<file path="src/rtl/m_exc_unit.sv">
// m_exc_unit: memory-stage address exception classifier with M/W exception register and saturating fault counters
module m_exc_unit #(
  parameter int          NUM_DEV    = 2,
  parameter logic [31:0] DEV_BASE   = 32'h0000_7f00,
  parameter logic [31:0] DEV_STRIDE = 32'h10,
  parameter int          DEV_SIZE   = 12,
  parameter int          RO_OFFSET  = 8,
  parameter logic [31:0] DM_MAX     = 32'h0000_2fff,
  parameter int          CNT_W      = 8
) (
  input  logic             clk,
  input  logic             reset,
  input  logic [31:0]      instr,
  input  logic [31:0]      mem_addr,
  input  logic [31:0]      pc_i,
  input  logic [4:0]       exc_code_prev,
  input  logic             stall,
  input  logic             flush,
  input  logic             cnt_clr,
  output logic [4:0]       exc_code_m,
  output logic             mem_we_ok,
  output logic [4:0]       exc_code_w,
  output logic [31:0]      bad_vaddr_w,
  output logic [CNT_W-1:0] cnt_adel,
  output logic [CNT_W-1:0] cnt_ades
);
  logic [5:0] op;
  logic ld, st, sz_w, sz_h, misal, in_dm, dev_hit, ro_hit, fault, mem_sel, adv;
  logic [NUM_DEV-1:0] in_dev, ro;
  logic [CNT_W-1:0] adel_base, ades_base, adel_nxt, ades_nxt;
  logic unused_instr;
  assign op = instr[31:26];
  assign unused_instr = ^instr[25:0];
  assign ld = op inside {6'b100011, 6'b100001, 6'b100101, 6'b100000, 6'b100100};
  assign st = op inside {6'b101011, 6'b101001, 6'b101000};
  assign sz_w = op inside {6'b100011, 6'b101011};
  assign sz_h = op inside {6'b100001, 6'b100101, 6'b101001};
  genvar k;
  generate
    for (k = 0; k < NUM_DEV; k++) begin : g_dev
      localparam logic [31:0] BASE = DEV_BASE + 32'(k) * DEV_STRIDE;
      assign in_dev[k] = (mem_addr >= BASE) && ((mem_addr - BASE) < 32'(DEV_SIZE));
      assign ro[k] = mem_addr == BASE + 32'(RO_OFFSET);
    end
  endgenerate
  assign dev_hit = |in_dev;
  assign ro_hit = |ro;
  assign in_dm = mem_addr <= DM_MAX;
  assign misal = (sz_w & |mem_addr[1:0]) | (sz_h & mem_addr[0]);
  assign fault = (ld | st) & (misal | (~in_dm & ~dev_hit) | (dev_hit & ~sz_w) | (st & ro_hit));
  assign mem_sel = fault & (exc_code_prev == 5'd0);
  assign adv = ~flush & ~stall;
  assign exc_code_m = (exc_code_prev != 5'd0) ? exc_code_prev : fault ? (st ? 5'd5 : 5'd4) : 5'd0;
  assign mem_we_ok = st & (exc_code_m == 5'd0);
  // counter next values: clear first, then a saturating increment for an advancing selected fault
  always_comb begin
    adel_base = cnt_clr ? '0 : cnt_adel;
    ades_base = cnt_clr ? '0 : cnt_ades;
    adel_nxt = adel_base + CNT_W'(adv & mem_sel & ld & ~&adel_base);
    ades_nxt = ades_base + CNT_W'(adv & mem_sel & st & ~&ades_base);
  end
  // M/W exception register: flush squashes, stall holds, otherwise capture the selected cause
  always_ff @(posedge clk or posedge reset) begin
    if (reset) begin
      exc_code_w <= '0;
      bad_vaddr_w <= '0;
    end else if (flush) begin
      exc_code_w <= '0;
      bad_vaddr_w <= '0;
    end else if (!stall) begin
      exc_code_w <= exc_code_m;
      bad_vaddr_w <= (exc_code_prev == 5'd4) ? pc_i : mem_sel ? mem_addr : '0;
    end
  end
  // debug fault counters
  always_ff @(posedge clk or posedge reset) begin
    if (reset) begin
      cnt_adel <= '0;
      cnt_ades <= '0;
    end else begin
      cnt_adel <= adel_nxt;
      cnt_ades <= ades_nxt;
    end
  end
endmodule

</file>
<file path="config.mk">
export PLATFORM = sky130hd
export DESIGN_NAME = m_exc_unit
export DESIGN_NICKNAME = d
export VERILOG_FILES = /design/src/rtl/m_exc_unit.sv
export SDC_FILE = /design/constraint.sdc
export NUM_CORES = 1
export LEC_CHECK = 0
export ABC_AREA = 1
export BUFFER_PORTS_ARGS = -buffer_cell sky130_fd_sc_hd__clkbuf_2
export CORE_ASPECT_RATIO = 2
export CORE_MARGIN = 1
export CORE_UTILIZATION = 39
export CTS_CLUSTER_SIZE = 14
export DETAILED_ROUTE_END_ITERATION = 6
export PLACE_DENSITY = 0.68
export RECOVER_POWER = 25
export SLEW_MARGIN = 30
export SYNTH_ARGS = -nofsm -noshare
export SYNTH_HDL_FRONTEND = slang
export SYNTH_SLANG_ARGS = --single-unit
</file>
<file path="constraint.sdc">
create_clock -name clk -period 2.75 [get_ports clk]
set_clock_uncertainty 0.15 [all_clocks]
set_input_delay 0.275 -clock clk [delete_from_list [all_inputs] [get_ports clk]]
set_output_delay 0.275 -clock clk [all_outputs]
set_load 0.005 [all_outputs]
</file>
==> results of run 1 <==
critical path, delay by kind of cell:
kind	cells	cell delay (ns)
AND/OR/NAND/NOR	18	1.91
adder cells (fa/ha/maj)	1	0.20
XOR/XNOR	1	0.14
buffers and inverters	3	0.30
Yosys cell counts, types with 2 or more instances:
cell type  count  share of area
nand3b_1       2         0.0039
nor3_1        10          0.013
a21oi_1        4         0.0052
inv_1         62          0.061
nand4_1       10          0.016
o21ai_2       29          0.067
a32oi_1       31          0.071
nand2_1      171           0.17
ha_1           4          0.013
o21ai_0        8          0.010
nor2_1        67          0.066
nand3_1       38          0.050
buf_6          4          0.012
xor2_1        11          0.025
a22o_1         3         0.0069
nand3_2        2         0.0052
clkbuf_1      17          0.017
inv_2          2         0.0020
dfrtp_1       53           0.35
clkinv_1       3         0.0029
nor2_2         2         0.0033
what timing repair did:
action | in CTS | in global routing
hold endpoints to repair | 0 | 0
buffers inserted | 0 | 8
cloned | 0 | 1
endpoints found under the setup margin | 10 | 18
pin swaps | 1 | 23
gates resized for setup | 7 | 103
layer usage:
metal	routed length, um	share of wire
met5	0	0
met4	752	0.052
met3	571	0.040
met2	8073	0.56
met1	5036	0.35
area by class of cell:
cell class | instances | share of cell area
multi-input combinational | 407 | 0.4255
timing repair buffer | 228 | 0.2459
sequential | 53 | 0.2310
inverter | 67 | 0.04425
tap | 130 | 0.02833
clock buffer | 6 | 0.02245
clock inverter | 2 | 0.002616
flip-flops by register name (all words and copies together), names as in the netlist:
signal       flops
exc_code_w       5
cnt_adel         8
bad_vaddr_w     32
cnt_ades         8
worst max-delay path by stage:
stage | from | slack, ns | depth (start not counted) | end
2_1_floorplan | mem_addr[19] | -0.03 | 20 | cnt_adel[7]$_DFF_PP0_
5_1_grt | mem_addr[11] | -0.30 | 23 | cnt_adel[7]$_DFF_PP0_
3_5_place_dp | mem_addr[8] | -0.47 | 21 | cnt_ades[6]$_DFF_PP0_
3_3_place_gp | mem_addr[8] | -0.42 | 21 | cnt_ades[6]$_DFF_PP0_
4_1_cts | mem_addr[12] | 0.0001 | 23 | cnt_adel[7]$_DFF_PP0_
6_report | mem_addr[11] | -0.03 | 23 | cnt_adel[7]$_DFF_PP0_
power by group:
group	switching [W]	internal (W)	total (W)
sequential	0.00000373	0.000785	0.000789
clock	0.000303	0.000339	0.000642
combinational	0.000227	0.000165	0.000392
per-stage QoR:
stage	TNS (ns)	std cells	power [W]
2_1_floorplan	-0.04004	549	0.0009448
3_3_place_gp	-7.814	876	0.001140
3_5_place_dp	-7.874	876	0.001144
4_1_cts	0	884	0.001783
5_1_grt	-2.073	893	0.001896
6_report	-0.04909	893	0.001824
cells by family (layout without fill, tap and decap cells):
| kind of cell | Yosys count | after routing | share of synthesized area |
|---|---|---|---|
| adders and majority gates | 4 | 4 | 0.01311 |
| and+or+nand+nor | 310 | 311 | 0.3444 |
| DFF | 53 | 53 | 0.3473 |
| AOI/OAI and AO/OA | 80 | 80 | 0.1701 |
| buffers and inverters | 90 | 303 | 0.09764 |
| xor gates and xnor gates | 12 | 12 | 0.02752 |
==> results.py, run 1 <==
metrics = {
    "status": {
        "status": "finished with violations",
        "violations": "capacitance limit, slew limit, setup timing",
    },
    "finish": {
        "area_growth_pct": 50.33,
        "layout_commonest_cell": "nand2_1",
        "most-common-layout-cells": "151 x nand2_1, 132 x clkbuf_2, 82 x buf_4, 53 x dfrtp_1, 50 x inv_1",
        "num_antenna_cells": 0,
        "fin_area_um2": 5741,
        "nFillCells": 883,
        "seq_area_um2": 1326,
        "multiInputGateArea_um2": 2442,
        "finalNetCount": 872,
        "drive_above_1_share": 0.4548,
        "utilization": 0.6077,
    },
    "timing": {
        "layout_setup_ws_ns": -0.02772,
        "post-route-period-util": 1.010,
        "final_hold_viol_count": 0,
        "setup-violations-final": 2,
        "worst_slew_pin_slew_ns": 1.503,
        "whs_ns": 0.08181,
        "max_slew_margin": -0.003317,
        "rsz0062_at_grt": "true",
        "slew_viol_final": 38,
        "fin_crit_ns": 2.778,
        "fmax_mhz": 360.0,
    },
    "setup_path": {
        "r2r_slack_ns": 0.62,
        "reg2reg_depth": 11,
        "cp_max_fo": 4,
        "r2r-start": "cnt_adel[2]$_DFF_PP0_",
        "crit_required_ns": 2.82,
        "r2r-end": "cnt_adel[6]$_DFF_PP0_",
        "crit_slowest_cell": "nor3_2",
        "critPathCaptureType": "register",
        "crit_top_cell": "nand2_1",
        "cpPeakStageDelay_ns": 0.24,
        "cp_data_arrival_time_ns": 2.84,
        "path_cells": "clkbuf_2 -> buf_6 -> nand2_4 -> nor2_4 -> inv_4 -> nor2_2 -> nand2_1 -> nand2_1 -> nand3_2 -> nor2_4 -> nand2_1 -> nor2_1 -> nand3_1 -> nand2_1 -> nand2_2 -> nand3_4 -> nand3_4 -> nor3_2 -> ha_2 -> and3_4 -> nand4_1 -> nor3_2 -> xnor2_1",
        "start_kind": "primary input",
        "path_class": "primary input to register",
    },
    "die": {
        "dieArea_um2": 10220,
        "initial_core_util": 0.4042,
        "core_um2": 9447,
        "io_pins": 165,
        "die-height_um": 141.9,
        "die_w_um": 71.97,
        "rows": 50,
    },
    "worst_hold_path": {
        "min_path_type": "primary input to register",
        "holdPathEnd": "bad_vaddr_w[20]$_DFFE_PP0P_",
        "hold_path_depth": 3,
        "hold_start": "pc_i[20]",
    },
    "routing": {
        "drtIter0Drc": 211,
        "vias": 4706,
        "finalWirelength_um": 14430,
        "drc": 0,
        "first_pass_iters": 4,
        "vias_per_cell": 5.270,
        "drtAntennaViolNets": 0,
        "wire_per_inst_um": 16.16,
    },
    "synthesis": {
        "synth_area_um2": 3819,
        "synthArstFlopShare": 1.000,
        "ys_seq_area_frac": 0.3473,
        "synthCells": 549,
        "syn-num-nets": 659,
        "ys_ff_latch": 53,
        "syn_area_per_cell_um2": 6.956,
        "synth_top_flop_cell": "dfrtp_1",
        "ys_types": 37,
        "synth_warnings": 0,
        "synth_edf_count": 0,
    },
    "place": {
        "portBuffers": 138,
        "dp_slack_ns": -0.4700,
        "dpl-instance-area_um2": 5191,
        "gp_congestion": 0.9816,
        "dp_hpwl_um": 10770,
    },
    "global_route": {
        "grt_overflow": 0,
        "grt.met3_usage": 0.02762,
        "use_met2": 0.5392,
        "grt_pass1_wl_um": 21080,
        "track_usage": 0.2693,
        "top_usage_layer": "met2",
        "met1_usage": 0.2526,
        "grt_pass1_vias": 4673,
        "antenna_found_initial": 0,
        "grt_max_degree": 38,
    },
    "power_and_ir_drop": {
        "power_density_nw_per_um2": 317.7,
        "peakVddDrop_v": 0.0002199,
        "p_leak_nw": 3.025,
    },
    "clock_tree": {
        "hold_buffers": 0,
        "tritoncts": "done",
        "cts-buffers-inserted": 5,
        "clkTransAtPathRegs_ns": 0.07,
        "worst_skew_pair.late_latency_ns": 0.29,
        "root_buffer": "clkbuf_16",
        "htree_levels": 2,
        "clockBufferDepth": 2,
        "clkSinkCount": 53,
    },
    "job": {
        "max_cap_viol_count": 1,
    },
}
Power figures use the tool's default switching activity.
==> run 2: changes to the inputs <==
ABC_AREA = unset   (was 1)
PLACE_DENSITY = 0.71   (was 0.68)
==> results.py, run 2 <==
metrics = {
    "timing": {
        "final_hold_viol_count": 0,
        "fmax_mhz": 289.8,
        "worst_slew_pin_slew_ns": 1.507,
        "post-route-period-util": 1.255,
        "layout_setup_ws_ns": -0.7006,
        "setup-violations-final": 52,
        "rsz0062_at_grt": "true",
        "max_slew_margin": -0.005613,
        "slew_viol_final": 41,
        "tns_ns": -22.86,
        "fin_crit_ns": 3.451,
    },
    "setup_path": {
        "cp_top_family": "simple AND/OR/NAND/NOR gates",
        "crit_required_ns": 2.33,
        "path_buf_inv": 3,
        "path_cells": "buf_6 -> or4_4 -> or4_4 -> or4_4 -> a2111oi_4 -> nand4_1 -> o21ai_4 -> buf_6 -> and3_4 -> buf_6",
        "cp_max_fo": 4,
        "cp_data_arrival_time_ns": 3.03,
        "crit_slowest_cell": "or4_4",
        "start_kind": "primary input",
        "path_class": "primary input to output pin",
        "critPathCaptureType": "output pin",
        "cpPeakStageDelay_ns": 0.52,
    },
    "synthesis": {
        "synthArstFlopShare": 1.000,
        "ys_types": 52,
        "ys_ff_latch": 53,
        "synthCells": 342,
        "ys_seq_area_frac": 0.4158,
        "syn_area_per_cell_um2": 9.325,
        "synth_warnings": 0,
        "synth.largest_area_cell": "dfrtp_1",
        "yosysTopAreaCellShare": 0.4158,
        "synth_edf_count": 0,
        "syn-num-nets": 452,
        "synth_top_flop_cell": "dfrtp_1",
        "synth_area_um2": 3189,
        "synth_area_leaders": "dfrtp_1 42%, a22oi_1 7.5%, nand3_1 7.2%",
        "synthTopCellsByCount": "53 x dfrtp_1, 46 x nand3_1, 32 x a22oi_1",
        "synth_most_common_cell": "dfrtp_1",
    },
    "routing": {
        "vias": 3611,
        "drtAntennaViolNets": 0,
        "wl_met1_um": 3925,
        "drtIter0Drc": 123,
        "first_pass_iters": 4,
        "top_layer": "met4",
        "drc": 0,
        "met3_length_um": 366,
        "vias_per_cell": 5.590,
        "finalWirelength_um": 10910,
        "wire_per_inst_um": 16.89,
        "wl_met2_um": 6193,
    },
    "clock_tree": {
        "root_buffer": "clkbuf_16",
        "clockBufferDepth": 2,
        "worst_skew_pair.late_latency_ns": 0.29,
        "tritoncts": "done",
        "clkSinkCount": 53,
        "hold_buffers": 0,
        "cts-buffers-inserted": 5,
        "htree_levels": 2,
        "clkTransAtPathRegs_ns": 0.07,
    },
    "finish": {
        "most-common-layout-cells": "134 x clkbuf_2, 69 x buf_4, 53 x dfrtp_1, 37 x nand3_1, 32 x a22oi_1",
        "top_register": "bad_vaddr_w",
        "finalNetCount": 660,
        "num_antenna_cells": 0,
        "top_regs": "bad_vaddr_w: 32 flops, cnt_adel: 8 flops, cnt_ades: 8 flops",
        "drive_above_1_share": 0.5418,
        "layout_commonest_cell": "clkbuf_2",
        "fin_area_um2": 5030,
        "largest_reg_flops": 32,
        "area_growth_pct": 57.71,
    },
    "power_and_ir_drop": {
        "power_density_nw_per_um2": 337.0,
        "peakVddDrop_v": 0.0002748,
        "p_leak_nw": 2.409,
    },
    "global_route": {
        "grt_pass1_wl_um": 16910,
        "grt_max_degree": 41,
        "grt_overflow": 0,
        "antenna_found_initial": 0,
        "grt_pass1_vias": 3669,
        "track_usage": 0.2597,
    },
    "die": {
        "die_w_um": 65.95,
        "dieArea_um2": 8566,
        "initial_core_util": 0.4015,
        "io_pins": 165,
        "core_um2": 7943,
        "rows": 46,
        "die-height_um": 129.9,
    },
    "place": {
        "dpl-instance-area_um2": 4469,
        "gp_congestion": 1.010,
        "dp_hpwl_um": 8301,
        "portBuffers": 138,
    },
    "worst_hold_path": {
        "min_path_type": "primary input to register",
    },
    "status": {
        "violations": "capacitance limit, slew limit, setup timing",
        "status": "finished with violations",
    },
    "job": {
        "max_cap_viol_count": 1,
    },
}
-- run 2: area by class of cell --
class	instances	area (um2)
well taps	96	120.1
clock inverters	2	16.27
fillers	676	2913
repair buffers	224	1471
multi-input cells	259	1944
flip-flops and latches	53	1326
clock buffers	5	125.1
inverters	7	26.28
-- run 2: final timing paths --
path                                                   from                           to  slack [ns]  depth (start not counted)
worst max-delay path                           mem_addr[20]                    mem_we_ok       -0.70                         10
worst min-delay path                               pc_i[30]  bad_vaddr_w[30]$_DFFE_PP0P_        0.07                          3
worst max register to register        cnt_ades[2]$_DFF_PP0_        cnt_ades[4]$_DFF_PP0_        0.35                         10
worst min register to register  bad_vaddr_w[15]$_DFFE_PP0P_  bad_vaddr_w[15]$_DFFE_PP0P_        0.36                          2
max in group asynchronous                             reset  bad_vaddr_w[31]$_DFFE_PP0P_        1.24                          3
min in group asynchronous                             reset    exc_code_w[4]$_DFFE_PP0P_        0.24                          2
-- run 2: metal layers --
layer / GRT usage / vias up
met3: 0.02710 / 25
li1: - / 1710
met4: 0.1364 / 0
met2: 0.5042 / 113
met1: 0.2592 / 1763
met5: 0 / -
-- run 2: what timing repair did --
action                                  CTS  global route
pin swaps                                 5            17
resized for setup                        24            52
gates cloned                              2             0
setup buffers                            11             9
hold endpoints to repair                  0             0
endpoints found under the setup margin   53            53
-- run 2: power by group --
| group | total, W | leakage [nW] | internal (W) | switching [W] |
|---|---|---|---|---|
| Sequential | 0.000790 | 0.736 | 0.000786 | 0.00000415 |
| Clock | 0.000620 | 0.0659 | 0.000334 | 0.000286 |
| Combinational | 0.000285 | 1.61 | 0.000134 | 0.000151 |
-- run 2: metrics by stage --
stage / total power (W) / std cells / setup WS (ns) / hold WS [ns] / utilization
after floorplan: 0.0008986 / 342 / -0.9694 / 0.1914 / -
after global placement: 0.001073 / 623 / -0.9282 / 0.3185 / 0.5627
after detailed placement: 0.001077 / 623 / -1.032 / 0.3205 / 0.5627
after CTS: 0.001713 / 643 / -0.6994 / 0.001253 / 0.6107
after global routing: 0.001766 / 646 / -0.7953 / 0.07611 / 0.6333
final: 0.001695 / 646 / -0.7006 / 0.06732 / 0.6333
-- run 2: kinds of logic (layout without fill, tap and decap cells) --
| group | after synthesis | in the layout | share of synthesized area |
|---|---|---|---|
| muxes | 5 | 5 | 0.01608 |
| DFF | 53 | 53 | 0.4158 |
| xor gates and xnor gates | 12 | 12 | 0.03295 |
| adders and majority gates | 4 | 4 | 0.01569 |
| and+or+nand+nor | 139 | 139 | 0.2397 |
| AOI/OAI and AO/OA | 99 | 99 | 0.2311 |
| buffers and inverters | 30 | 238 | 0.04865 |
-- run 2: worst register-to-register path, cell delays in order, from the launching register on --
cell	delay (ns)
dfrtp_1	0.45
and3_1	0.21
and2_1	0.18
and3_1	0.21
and3_1	0.20
nor4_2	0.16
ha_2	0.26
ha_4	0.16
nand3_2	0.08
xor2_1	0.17
nor2_1	0.11
==> run 3: changes to the inputs <==
CORE_MARGIN = 2   (was 1)
==> results.py, run 3 (same netlist as run 2, synthesis figures left out) <==
metrics = {
    "status": {
        "status": "finished with violations",
        "violations": "setup timing",
    },
    "clock_tree": {
        "cts-buffers-inserted": 5,
        "hold_buffers": 0,
        "root_buffer": "clkbuf_16",
        "clkTransAtPathRegs_ns": 0.07,
        "tritoncts": "done",
        "clockBufferDepth": 2,
        "clkSinkCount": 53,
        "htree_levels": 2,
        "worst_skew_pair.late_latency_ns": 0.30,
    },
    "job": {
        "max_cap_viol_count": 0,
    },
    "worst_hold_path": {
        "hold_start": "pc_i[12]",
        "min_path_type": "primary input to register",
    },
    "timing": {
        "post-route-period-util": 1.242,
        "fmax_mhz": 292.9,
        "fin_crit_ns": 3.414,
        "slew_viol_final": 0,
        "final_hold_viol_count": 0,
        "max_slew_margin": 0.1079,
        "whs_ns": 0.07009,
        "layout_setup_ws_ns": -0.6642,
        "worst_slew_pin_slew_ns": 1.338,
        "rsz0062_at_grt": "true",
        "tns_ns": -19.16,
        "setup-violations-final": 52,
    },
    "die": {
        "die-height_um": 131.9,
        "dieArea_um2": 8961,
        "core_um2": 7943,
        "die_w_um": 67.95,
        "initial_core_util": 0.4015,
        "rows": 46,
        "io_pins": 165,
    },
    "finish": {
        "nFillCells": 705,
        "largest_reg_flops": 32,
        "layout_commonest_cell": "clkbuf_2",
        "most-common-layout-cells": "137 x clkbuf_2, 73 x buf_4, 53 x dfrtp_1, 37 x nand3_1, 32 x a22oi_1",
        "num_antenna_cells": 0,
        "top_regs": "bad_vaddr_w: 32 flops, cnt_adel: 8 flops, cnt_ades: 8 flops",
        "fin_area_um2": 4961,
        "top_register": "bad_vaddr_w",
        "finalNetCount": 661,
        "area_growth_pct": 55.55,
        "drive_above_1_share": 0.5227,
    },
    "routing": {
        "finalWirelength_um": 11200,
        "drc": 0,
        "drtIter0Drc": 160,
        "vias": 3631,
        "drtAntennaViolNets": 0,
        "wire_per_inst_um": 17.30,
        "first_pass_iters": 4,
        "vias_per_cell": 5.612,
    },
    "power_and_ir_drop": {
        "peakVddDrop_v": 0.0002805,
        "power_density_nw_per_um2": 342.6,
        "finalPower_w": 0.001700,
        "p_leak_nw": 2.398,
    },
    "setup_path": {
        "r2r_slack_ns": 0.31,
        "cp-startpoint": "mem_addr[20]",
        "crit_required_ns": 2.33,
        "path_class": "primary input to output pin",
        "r2r-start": "cnt_ades[2]$_DFF_PP0_",
        "critPathCaptureType": "output pin",
        "cp_data_arrival_time_ns": 2.99,
        "start_kind": "primary input",
        "cp_max_fo": 6,
    },
    "place": {
        "gp_congestion": 0.9176,
        "dp_hpwl_um": 8647,
        "dpl-instance-area_um2": 4499,
        "dp_slack_ns": -1.003,
        "portBuffers": 138,
    },
    "global_route": {
        "grt_overflow": 0,
        "grt_pass1_vias": 3776,
        "antenna_found_initial": 0,
        "track_usage": 0.2598,
        "grt_max_degree": 54,
        "grt_pass1_wl_um": 17890,
    },
}
==> run 3: cell types whose count changed in the layout (fill, tap and decap cells not counted), moves of 2 or more <==
| cell | change |
|---|---|
| clkbuf_2 | +3 |
| o21ai_1 | +3 |
| o21ai_2 | -13 |
| buf_6 | -3 |
| buf_4 | +4 |
| o21ai_0 | +11 |
| or4_4 | +2 |
| clkbuf_1 | -2 |
| or4_1 | -2 |
==> run 3: timing repair <==
action	4_1_cts	5_1_grt
setup buffers	10	4
pin swaps	5	5
gates resized for setup	23	18
cloned	2	0
setup endpoints to repair	53	53
==> run 3: per-stage QoR <==
stage | instances | utilization
4_1_cts | 646 | 0.6133
3_3_place_gp | 627 | 0.5665
5_1_grt | 647 | 0.6246
2_1_floorplan | 342 | -
3_5_place_dp | 627 | 0.5665
6_report | 647 | 0.6246
==> run 3: metal layers <==
metal,share of wire,GRT usage
met1,0.36,0.2682
met2,0.56,0.4822
met3,0.037,0.03245
met4,0.042,0.1267
met5,0,0
==> run 3: critical path, cell delays in order <==
cell,delay [ns]
buf_6,0.09
or4_4,0.52
or4_4,0.47
or4_4,0.44
a2111oi_4,0.30
nand4_1,0.20
o21ai_4,0.27
buf_6,0.14
and3_4,0.18
buf_6,0.09
==> run 3: final timing paths <==
path                       cells past startpoint                          end
max reg2reg                                   10        cnt_ades[4]$_DFF_PP0_
min                                            3  bad_vaddr_w[12]$_DFFE_PP0P_
max                                           10                    mem_we_ok
max in group asynchronous                      3   bad_vaddr_w[2]$_DFFE_PP0P_
min reg2reg                                    2   bad_vaddr_w[0]$_DFFE_PP0P_
min in group asynchronous                      3    exc_code_w[4]$_DFFE_PP0P_
==> run 3: power breakdown <==
group          switching [W]  internal [W]  leakage, nW
combinational       0.000150      0.000136         1.60
clock               0.000290      0.000334       0.0659
sequential        0.00000377      0.000786        0.736
total               0.000443       0.00126         2.40
==> run 3: cell type report <==
class	instances	area (um2)	area share
flip-flops and latches	53	1326	0.2673
clock inverters	2	16.27	0.003279
clock buffers	5	125.1	0.02522
multi-input cells	259	1887	0.3803
well taps	96	120.1	0.02421
repair buffers	225	1460	0.2943
inverters	7	26.28	0.005296
